===== src/rtl/convolution_decoder.sv =====
`default_nettype none
// ============================================================================
// Module   : convolution_decoder
// Purpose  : Hard-decision Viterbi decoder for the rate-1/2, K=3 code
//            (g0 = 111, g1 = 101). It recovers one 8-bit message from one
//            16-bit codeword. The decoder performs one add-compare-select
//            (ACS) trellis step per clock and then one traceback step per
//            clock, so each codeword takes 18 cycles.
// Ports    : clk        - rising-edge clock
//            reset      - asynchronous active-high reset; returns to IDLE and
//                         clears all state
//            start      - sampled in IDLE only; latches code_in
//            code_in    - codeword; pair k = {code_in[2k+1], code_in[2k]},
//                         with the g0 bit in the even position
//            m_text_out - decoded message; held until the next done
//            busy       - high while decoding (after edges 1..16)
//            done       - one-cycle pulse when m_text_out is updated
//            err_count  - winning path metric; present only with
//                         CONV_DEC_ERR_CNT_EN
// Options  : `define CONV_DEC_ERR_CNT_EN adds the err_count port/register
// Revision : 1.0 - initial release
// ============================================================================
module convolution_decoder (
   input  logic        clk,
   input  logic        reset,
   input  logic        start,
   input  logic [15:0] code_in,
   output logic [7:0]  m_text_out,
   output logic        busy,
   output logic        done
`ifdef CONV_DEC_ERR_CNT_EN
   ,
   output logic [5:0]  err_count
`endif
);

   // Every state except the all-zero start state begins with a metric
   // large enough that it never beats the true start state.
   localparam logic [5:0] c_PM_INIT_FAR = 6'd20;

   typedef enum logic [1:0] {
      S_IDLE = 2'd0,
      S_ACS  = 2'd1,
      S_TB   = 2'd2,
      S_DONE = 2'd3
   } state_t;

   state_t      r_state;
   state_t      w_state_next;
   logic [2:0]  r_cnt;
   logic [15:0] r_code;
   logic [5:0]  r_pm   [0:3];
   logic [3:0]  r_surv [0:7];
   logic [1:0]  r_tb_state;
   logic [7:0]  r_msg;
   logic [7:0]  r_m_text;
   logic        r_busy;
   logic        r_done;
`ifdef CONV_DEC_ERR_CNT_EN
   logic [5:0]  r_err;
`endif

   logic [1:0]  w_rx;
   logic [5:0]  w_pm_next [0:3];
   logic [3:0]  w_surv_next;
   logic [1:0]  w_best;
   logic [5:0]  w_best_pm;
   logic [1:0]  w_tb_cur;
   logic [3:0]  w_surv_row;
   logic        w_tb_bit;

   // Hamming distance between the branch output for input u from state p
   // and the received pair rx = {g1, g0}.
   function automatic logic [1:0] f_bm(input logic [1:0] p,
                                       input logic       u,
                                       input logic [1:0] rx);
      logic g0;
      logic g1;
      g0 = u ^ p[1] ^ p[0];
      g1 = u ^ p[0];
      return {1'b0, g0 ^ rx[0]} + {1'b0, g1 ^ rx[1]};
   endfunction

   // Received pair for the current ACS step.
   assign w_rx = r_code[{r_cnt, 1'b0} +: 2];

   // ------------------------------------------------------------------
   // ACS: a next state ns = {u, s1} can only be reached from {ns[0], 0}
   // or from {ns[0], 1}. The survivor bit is the s0 of the winner, which
   // is the bit that traceback shifts back into the state.
   // ------------------------------------------------------------------
   for (genvar gi = 0; gi < 4; gi++) begin : g_acs
      localparam logic [1:0] c_NS = 2'(gi);
      localparam logic [1:0] c_P0 = {c_NS[0], 1'b0};
      localparam logic [1:0] c_P1 = {c_NS[0], 1'b1};

      logic [5:0] w_cand0;
      logic [5:0] w_cand1;
      logic       w_take_p1;

      assign w_cand0   = r_pm[c_P0] + {4'd0, f_bm(c_P0, c_NS[1], w_rx)};
      assign w_cand1   = r_pm[c_P1] + {4'd0, f_bm(c_P1, c_NS[1], w_rx)};
      // Strict compare: a tie keeps the s0=0 predecessor.
      assign w_take_p1 = (w_cand1 < w_cand0);

      assign w_pm_next[gi]   = w_take_p1 ? w_cand1 : w_cand0;
      assign w_surv_next[gi] = w_take_p1;
   end

   // Minimum final metric. Strict compare means ties go to the lowest index.
   always_comb begin
      w_best    = 2'd0;
      w_best_pm = r_pm[0];
      for (int i = 1; i < 4; i++) begin
         if (r_pm[i] < w_best_pm) begin
            w_best_pm = r_pm[i];
            w_best    = 2'(i);
         end
      end
   end

   // The first traceback step (counter 7) starts from the best final state.
   // Each later step continues from the state that the previous step
   // registered.
   assign w_tb_cur   = (r_cnt == 3'd7) ? w_best : r_tb_state;
   assign w_surv_row = r_surv[r_cnt];
   assign w_tb_bit   = w_surv_row[w_tb_cur];

   // ------------------------------------------------------------------
   // FSM next state
   // ------------------------------------------------------------------
   always_comb begin
      w_state_next = r_state;
      case (r_state)
         S_IDLE:  if (start) w_state_next = S_ACS;
         S_ACS:   if (r_cnt == 3'd7) w_state_next = S_TB;
         S_TB:    if (r_cnt == 3'd0) w_state_next = S_DONE;
         S_DONE:  w_state_next = S_IDLE;
         default: w_state_next = S_IDLE;
      endcase
   end

   // ------------------------------------------------------------------
   // FSM state register and datapath
   // ------------------------------------------------------------------
   always_ff @(posedge clk or posedge reset) begin
      if (reset) begin
         r_state    <= S_IDLE;
         r_cnt      <= 3'd0;
         r_code     <= 16'd0;
         r_tb_state <= 2'd0;
         r_msg      <= 8'd0;
         r_m_text   <= 8'd0;
         r_busy     <= 1'b0;
         r_done     <= 1'b0;
         for (int i = 0; i < 4; i++) r_pm[i] <= 6'd0;
         for (int i = 0; i < 8; i++) r_surv[i] <= 4'd0;
`ifdef CONV_DEC_ERR_CNT_EN
         r_err      <= 6'd0;
`endif
      end else begin
         r_state <= w_state_next;
         // busy and done are registered from the state they describe, so
         // each appears one edge after that state is entered.
         r_busy  <= (r_state == S_ACS) || (r_state == S_TB);
         r_done  <= (r_state == S_DONE);

         case (r_state)
            S_IDLE: begin
               if (start) begin
                  r_code  <= code_in;
                  r_cnt   <= 3'd0;
                  r_pm[0] <= 6'd0;
                  r_pm[1] <= c_PM_INIT_FAR;
                  r_pm[2] <= c_PM_INIT_FAR;
                  r_pm[3] <= c_PM_INIT_FAR;
               end
            end
            S_ACS: begin
               for (int i = 0; i < 4; i++) r_pm[i] <= w_pm_next[i];
               r_surv[r_cnt] <= w_surv_next;
               // The counter holds at 7 so that traceback begins at step 7.
               if (r_cnt != 3'd7) r_cnt <= r_cnt + 3'd1;
            end
            S_TB: begin
               r_msg[r_cnt] <= w_tb_cur[1];
               r_tb_state   <= {w_tb_cur[0], w_tb_bit};
               if (r_cnt != 3'd0) r_cnt <= r_cnt - 3'd1;
            end
            S_DONE: begin
               r_m_text <= r_msg;
`ifdef CONV_DEC_ERR_CNT_EN
               // Path metrics are frozen during traceback, so this is
               // still the winning metric.
               r_err    <= w_best_pm;
`endif
            end
            default: ;
         endcase
      end
   end

   assign m_text_out = r_m_text;
   assign busy       = r_busy;
   assign done       = r_done;
`ifdef CONV_DEC_ERR_CNT_EN
   assign err_count  = r_err;
`endif

endmodule
`default_nettype wire


===== config.mk =====
export PLATFORM = sky130hd
export DESIGN_NAME = convolution_decoder
export DESIGN_NICKNAME = d
export VERILOG_FILES = /design/src/rtl/convolution_decoder.sv
export SDC_FILE = /design/constraint.sdc
export NUM_CORES = 1
export LEC_CHECK = 0
export CELL_PAD_IN_SITES_DETAIL_PLACEMENT = 0
export CELL_PAD_IN_SITES_GLOBAL_PLACEMENT = 2
export CORE_ASPECT_RATIO = 1.4
export CORE_MARGIN = 2
export CORE_UTILIZATION = 30
export CTS_CLUSTER_DIAMETER = 50
export DETAILED_ROUTE_END_ITERATION = 8
export DONT_BUFFER_PORTS = 1
export PLACE_DENSITY_LB_ADDON = 0.1
export SKIP_LAST_GASP = 1
export SLEW_MARGIN = 0
export SYNTH_ARGS = -nofsm -noshare
export SYNTH_HDL_FRONTEND = slang
export SYNTH_SLANG_ARGS = --single-unit

===== constraint.sdc =====
create_clock -name clk -period 6 [get_ports clk]
set_clock_uncertainty 0.05 [all_clocks]
set_input_delay 1.8 -clock clk [delete_from_list [all_inputs] [get_ports clk]]
set_output_delay 1.8 -clock clk [all_outputs]
set_load 0.02 [all_outputs]

==> results of run 1 <==
[path summary, 6_finish.rpt]
path / startpoint / end / slack (ns)
worst max-delay path: r_cnt[1] / r_pm[2] / 0.53
worst min-delay path: r_msg[2] / m_text_out[2] / 0.46
worst max register to register: r_cnt[1] / r_pm[2] / 0.53
worst min register to register: r_msg[2] / m_text_out[2] / 0.46
max in group asynchronous: reset / r_code[1] / 3.51
min in group asynchronous: reset / r_surv[12] / 1.50
[area by class of cell]
| type | count | area share (%) |
|---|---|---|
| inverter | 36 | 2.00 |
| clock inverter | 5 | 0.491 |
| multi-input combinational | 439 | 53.6 |
| tap | 260 | 4.73 |
| sequential | 97 | 35.3 |
| timing repair buffer | 5 | 0.546 |
| clock buffer | 9 | 3.28 |
[metrics by stage]
stage / util [%] / cells
final: 32.7 / 851
after global routing: 32.7 / 851
after CTS: 32.7 / 851
after detailed placement: 31.4 / 837
after global placement: 31.4 / 837
after floorplan: - / 598
[layer usage]
layer  up-vias  GRT usage, %  wire [µm]
met1      2173          18.9       7270
met3        34          2.52        379
met2        57          33.2      10400
met5         -             0          0
met4         0          8.06        758
li1       2113             -          -
[registers in the layout, summed over array words and instances (netlist names), 2 cells and up]
name / count
r_msg: 8
r_cnt: 3
r_pm: 24
r_surv: 32
r_state: 2
r_tb_state: 2
m_text_out: 8
r_code: 16
[synth_stat cells, types with 2 or more instances]
cell type  count  area share (%)
dfrtp_1       97              38
o211a_1        2            0.31
fa_1           9             2.8
ha_1          55              11
inv_1         36             2.1
o22ai_1        3            0.29
and2_0         2            0.20
clkbuf_1      16            0.94
nand2b_1       4            0.39
mux2_2        65              11
nand4_1        2            0.20
xnor2_1       19             2.6
nor2b_1        2            0.20
nand2_1       51             3.0
xor2_1        13             1.8
a22oi_1       13             1.5
o31ai_1        2            0.24
and3_1         3            0.29
and4_1         3            0.41
and3b_1        2            0.27
nor3_1         7            0.55
mux2i_1       30             4.7
o22a_1         5            0.69
o21ai_1        3            0.24
o21a_1         3            0.35
o21ai_0       19             1.5
buf_4          4            0.47
a31oi_1        3            0.29
buf_2          6            0.47
a221oi_1       4            0.55
a32o_1         2            0.31
nor2_1        27             1.6
a21oi_4        4             1.0
nand3_1       10            0.79
a21o_1        25             2.9
a21oi_1       18             1.4
a22o_1         8             1.1
[layout by cell type, fill, tap and decap left out, drive strengths merged, types with 5 or more instances in the layout]
| cell | count |
|---|---|
| nor2 | 27 |
| dfrtp | 97 |
| buf | 5 |
| nor3 | 7 |
| ha | 55 |
| fa | 9 |
| mux2 | 65 |
| nand3 | 10 |
| mux2i | 30 |
| a22o | 8 |
| inv | 37 |
| clkbuf | 9 |
| a21oi | 22 |
| o21ai | 23 |
| o22a | 5 |
| xor2 | 13 |
| xnor2 | 19 |
| nand2 | 52 |
| a21o | 25 |
| a22oi | 13 |
[kinds of logic after synthesis]
group,Yosys count
AOI/OAI and AO/OA,128
xor gates and xnor gates,32
adders and majority gates,64
buffers and inverters,62
DFF,97
muxes,95
and+or+nand+nor,120
==> metrics.yaml, run 1 <==
floorplanning:
  die_area_um2: 22400
  die_w_um: 127
  io_pins: 29
  core-area_um2: 21000
  num_rows: 63
  die_h_um: 176
  initial_core_util_pct: 30.3
setup_path:
  arrival_ns: 5.71
  endpoint_kind: "flop"
  path_delay_family: "compound AO/OA/AOI/OAI gates"
  critPathMaxFanout: 17
  worst_path_most_repeated_cell: "a21o_1"
  slowest_stage: "nor3_1"
  critPathLaunchType: "flop"
  worst-r2r-cell-count: 17
  worst_ep_required_time_ns: 6.24
  critical_path_class: "flop to flop"
  path_cells: "inv_1 -> nor3_1 -> a22oi_1 -> and4_1 -> ha_1 -> inv_1 -> ha_1 -> fa_1 -> inv_1 -> ha_1 -> a21o_1 -> a21o_1 -> a21o_1 -> a21o_1 -> a21oi_4 -> mux2_2 -> a2bb2oi_1"
  path_buf_inv: 3
  path_depth: 17
  cp_slowest_stage_delay_ns: 0.81
route:
  dr.pass1.iters: 4
  drt_iter0_drc: 190
  routedWlPerCell_um: 22.1
  viasPerCell: 5.14
  drc: 0
  wl_mm: 18.8
  vias: 4377
  detail-route-antenna-nets: 0
timing:
  rsz0062_at_grt: "no"
  finalWorstSetupSlack_ns: 0.535
  tns_ns: 0
  relSlewSlack_pct: 14.7
  hold_viol: 0
  holdWs_ns: 0.458
  finalCritPeriodShare_pct: 91.1
  tightest_slew_ns: 1.27
  maxSlewViolCount: 0
  setup_viol: 0
  clock.fmax_mhz: 183
  fin_crit_ns: 5.47
run_status:
  outcome: "completed"
synth:
  synthMuxAreaShare_pct: 16.2
  synth_top_family_by_area: "multiplexers"
  async_flop_share_pct: 100
  avgSynthCellArea_um2: 10.7
  yosys.area_share.simple_pct: 8.70
  synth_cell_type_count: 58
  synth-adder-area-share_pct: 13.6
  synth_area_um2: 6370
  synth-warning-count: 0
  syn_nets: 681
  synth_edf_count: 0
  ys_ff_latch: 97
  ys_seq_area_share_pct: 38.1
  synth_xor_area_share_pct: 4.40
  synth_compound_area_share_pct: 15.0
  ys.flop_type: "dfrtp_1"
  netlist_instances: 598
grt:
  grt_max_degree: 76
  first_global_vias: 4660
  grt-ovfl-total: 0
  grt_usage_pct: 17.5
  grt_pass1_wl_mm: 28.8
  antenna_found_initial: 0
cells_and_area:
  seqCellArea_um2: 2430
  multi_input_area_um2: 3690
  areaGrowthSynthToFinish_pct: 7.91
  antenna_cells: 0
  fin_area_um2: 6880
  drive_above_1_share_pct: 15.9
  nFillCells: 2152
  final_nets: 671
cts:
  post_cts_buffers: 0
  cts_sinks: 97
  tritoncts: "done"
  htreeDepth: 3
  postCtsHoldBufs: 0
  ctsResizeCount: 0
  cts.path.max_buffers: 2
  cts_buffers: 9
  worstSkewPairLatency_ns: 0.36
  clk_pin_slew_ns: 0.08
  root_buffer: "clkbuf_16"
job:
  drv_cap: 0
place:
  place_area_um2: 6620
  dp_slack_ns: 0.365
  dp_hpwl_mm: 14.2
  gp_congestion: 0.806
  io_buffers: 0
min_path:
  hold-path-cell-count: 1
  hp-class: "flop to flop"
Power of run 1 is left out: the tool's default activity adds up to more than one toggle a clock period on the data nets, which glitch-free logic cannot reach.
==> run 2: changes to the inputs <==
--- a/config.mk
+++ b/config.mk
@@ -11,9 +11,12 @@
 export CORE_MARGIN = 2
 export CORE_UTILIZATION = 30
 export CTS_CLUSTER_DIAMETER = 50
+export CTS_CLUSTER_SIZE = 24
 export DETAILED_ROUTE_END_ITERATION = 8
 export DONT_BUFFER_PORTS = 1
+export GPL_TIMING_DRIVEN = 1
 export PLACE_DENSITY_LB_ADDON = 0.1
+export SKIP_CTS_REPAIR_TIMING = 1
 export SKIP_LAST_GASP = 1
 export SLEW_MARGIN = 0
 export SYNTH_ARGS = -nofsm -noshare
==> results of run 2 <==
Same layout as run 1: the final DEF is identical, and so are final timing and power.
Power of run 2 is left out for the same reason.
==> run 3: changes to the inputs <==
--- a/config.mk
+++ b/config.mk
@@ -15,6 +15,7 @@
 export DETAILED_ROUTE_END_ITERATION = 8
 export DONT_BUFFER_PORTS = 1
 export GPL_TIMING_DRIVEN = 1
+export MAX_ROUTING_LAYER = met4
 export PLACE_DENSITY_LB_ADDON = 0.1
 export SKIP_CTS_REPAIR_TIMING = 1
 export SKIP_LAST_GASP = 1
==> run 3 against run 2 <==
Compared with the run above:
- flip-flop and latch count unchanged
- critical path depth unchanged
- cell area unchanged
- non-clock buffer count unchanged
- routed wire length decreased by 0.22%
- critical path type unchanged
- sequential share of layout area unchanged
- utilization unchanged
- final cell count unchanged
==> metrics.yaml, run 3 (synthesis gave the netlist of run 1 again) <==
run_status:
  outcome: "completed"
cts:
  cts.path.max_buffers: 2
  htreeDepth: 3
  worstSkewPairLatency_ns: 0.36
  root_buffer: "clkbuf_16"
  tritoncts: "done"
  cts_sinks: 97
  cts_buffers: 9
  clk_pin_slew_ns: 0.08
floorplanning:
  io_pins: 29
  core-area_um2: 21000
  die_area_um2: 22400
  die_w_um: 127
  die_h_um: 176
  num_rows: 63
  initial_core_util_pct: 30.3
timing:
  tightest_slew_ns: 1.19
  maxSlewViolCount: 0
  finalCritPeriodShare_pct: 90.8
  clock.fmax_mhz: 184
  relSlewSlack_pct: 20.1
  rsz0062_at_grt: "no"
  hold_viol: 0
  setup_viol: 0
  fin_crit_ns: 5.45
  tns_ns: 0
grt:
  grt-ovfl-total: 0
  grt_usage_pct: 18.0
  grt_pass1_wl_mm: 28.8
  antenna_found_initial: 0
  grt_max_degree: 76
  first_global_vias: 4674
cells_and_area:
  mostFrequentLayoutCells: "dfrtp_1 (97), mux2_2 (65), ha_1 (55), nand2_1 (51), inv_1 (35)"
  top_register: "r_surv"
  nFillCells: 2152
  largest_reg_flops: 32
  drive_above_1_share_pct: 15.9
  top_regs: "r_surv x32, r_pm x24, r_code x16"
  layout_commonest_cell: "dfrtp_1"
  antenna_cells: 0
  areaGrowthSynthToFinish_pct: 7.91
  final_nets: 671
job:
  drv_cap: 0
setup_path:
  worst_path_most_repeated_cell: "a21o_1"
  critPathLaunchType: "flop"
  startpoint: "r_cnt[1]"
  cp_slowest_stage_delay_ns: 0.81
  critPathMaxFanout: 17
  slowest_stage: "nor3_1"
  worst_ep_required_time_ns: 6.24
  path_cells: "inv_1 -> nor3_1 -> a22oi_1 -> and4_1 -> ha_1 -> inv_1 -> ha_1 -> fa_1 -> inv_1 -> ha_1 -> a21o_1 -> a21o_1 -> a21o_1 -> a21o_1 -> a21oi_4 -> mux2_2 -> a2bb2oi_1"
  endpoint_kind: "flop"
  critical_path_class: "flop to flop"
  regToRegSetupSlack_ns: 0.55
  r2r-start: "r_cnt[1]"
  arrival_ns: 5.68
min_path:
  hp-class: "flop to flop"
  min_from: "r_msg[2]"
route:
  viasPerCell: 5.14
  drc: 0
  routedWlPerCell_um: 22.1
  wl_mm: 18.8
  vias: 4373
  detail-route-antenna-nets: 0
  drt_iter0_drc: 205
  dr.pass1.iters: 4
place:
  gp_congestion: 0.818
  io_buffers: 0
  dp_hpwl_mm: 14.2
-- run 3: cell type report --
| type | instances | area, µm² | area share (%) |
|---|---|---|---|
| Timing Repair Buffer | 5 | 37.5 | 0.546 |
| Multi-Input combinational cell | 439 | 3690 | 53.6 |
| Inverter | 36 | 138 | 2.00 |
| Tap cell | 260 | 325 | 4.73 |
| Sequential cell | 97 | 2430 | 35.3 |
| Clock inverter | 5 | 33.8 | 0.491 |
| Clock buffer | 9 | 225 | 3.28 |
-- run 3: per-stage QoR --
stage	setup WS, ns	cell area, µm²	hold WS, ns	utilization, %	instances
floorplan	1.40	6370	0.424	-	598
global placement	0.354	6620	0.440	31.4	837
detailed placement	0.365	6620	0.443	31.4	837
CTS	0.335	6880	0.458	32.7	851
global route	0.118	6880	0.469	32.7	851
finish	0.554	6880	0.458	32.7	851
-- run 3: critical path, delay by kind of cell (launching register included) --
family / cells / cell delay (ns)
AOI/OAI and AO/OA: 7 / 1.61
DFF: 1 / 0.55
and+or+nand+nor: 2 / 1.07
adders and majority gates: 4 / 1.40
buffers and inverters: 3 / 0.28
muxes: 1 / 0.40
-- run 3: final timing paths --
check,endpoint,cells past startpoint
min,m_text_out[2],1
min reg2reg,m_text_out[2],1
max reg2reg,r_pm[2],17
max,r_pm[2],17
min in group asynchronous,r_cnt[0],1
max in group asynchronous,r_code[1],2
-- run 3: routing by layer --
| metal | up-vias | global-route usage [%] | share of wire [%] |
|---|---|---|---|
| li1 | 2115 | - | - |
| met1 | 2178 | 19.0 | 39 |
| met2 | 51 | 33.2 | 56 |
| met3 | 29 | 2.45 | 1.8 |
| met4 | 0 | 8.06 | 3.8 |
| met5 | - | - | 0 |
Power of run 3 is left out for the same reason.
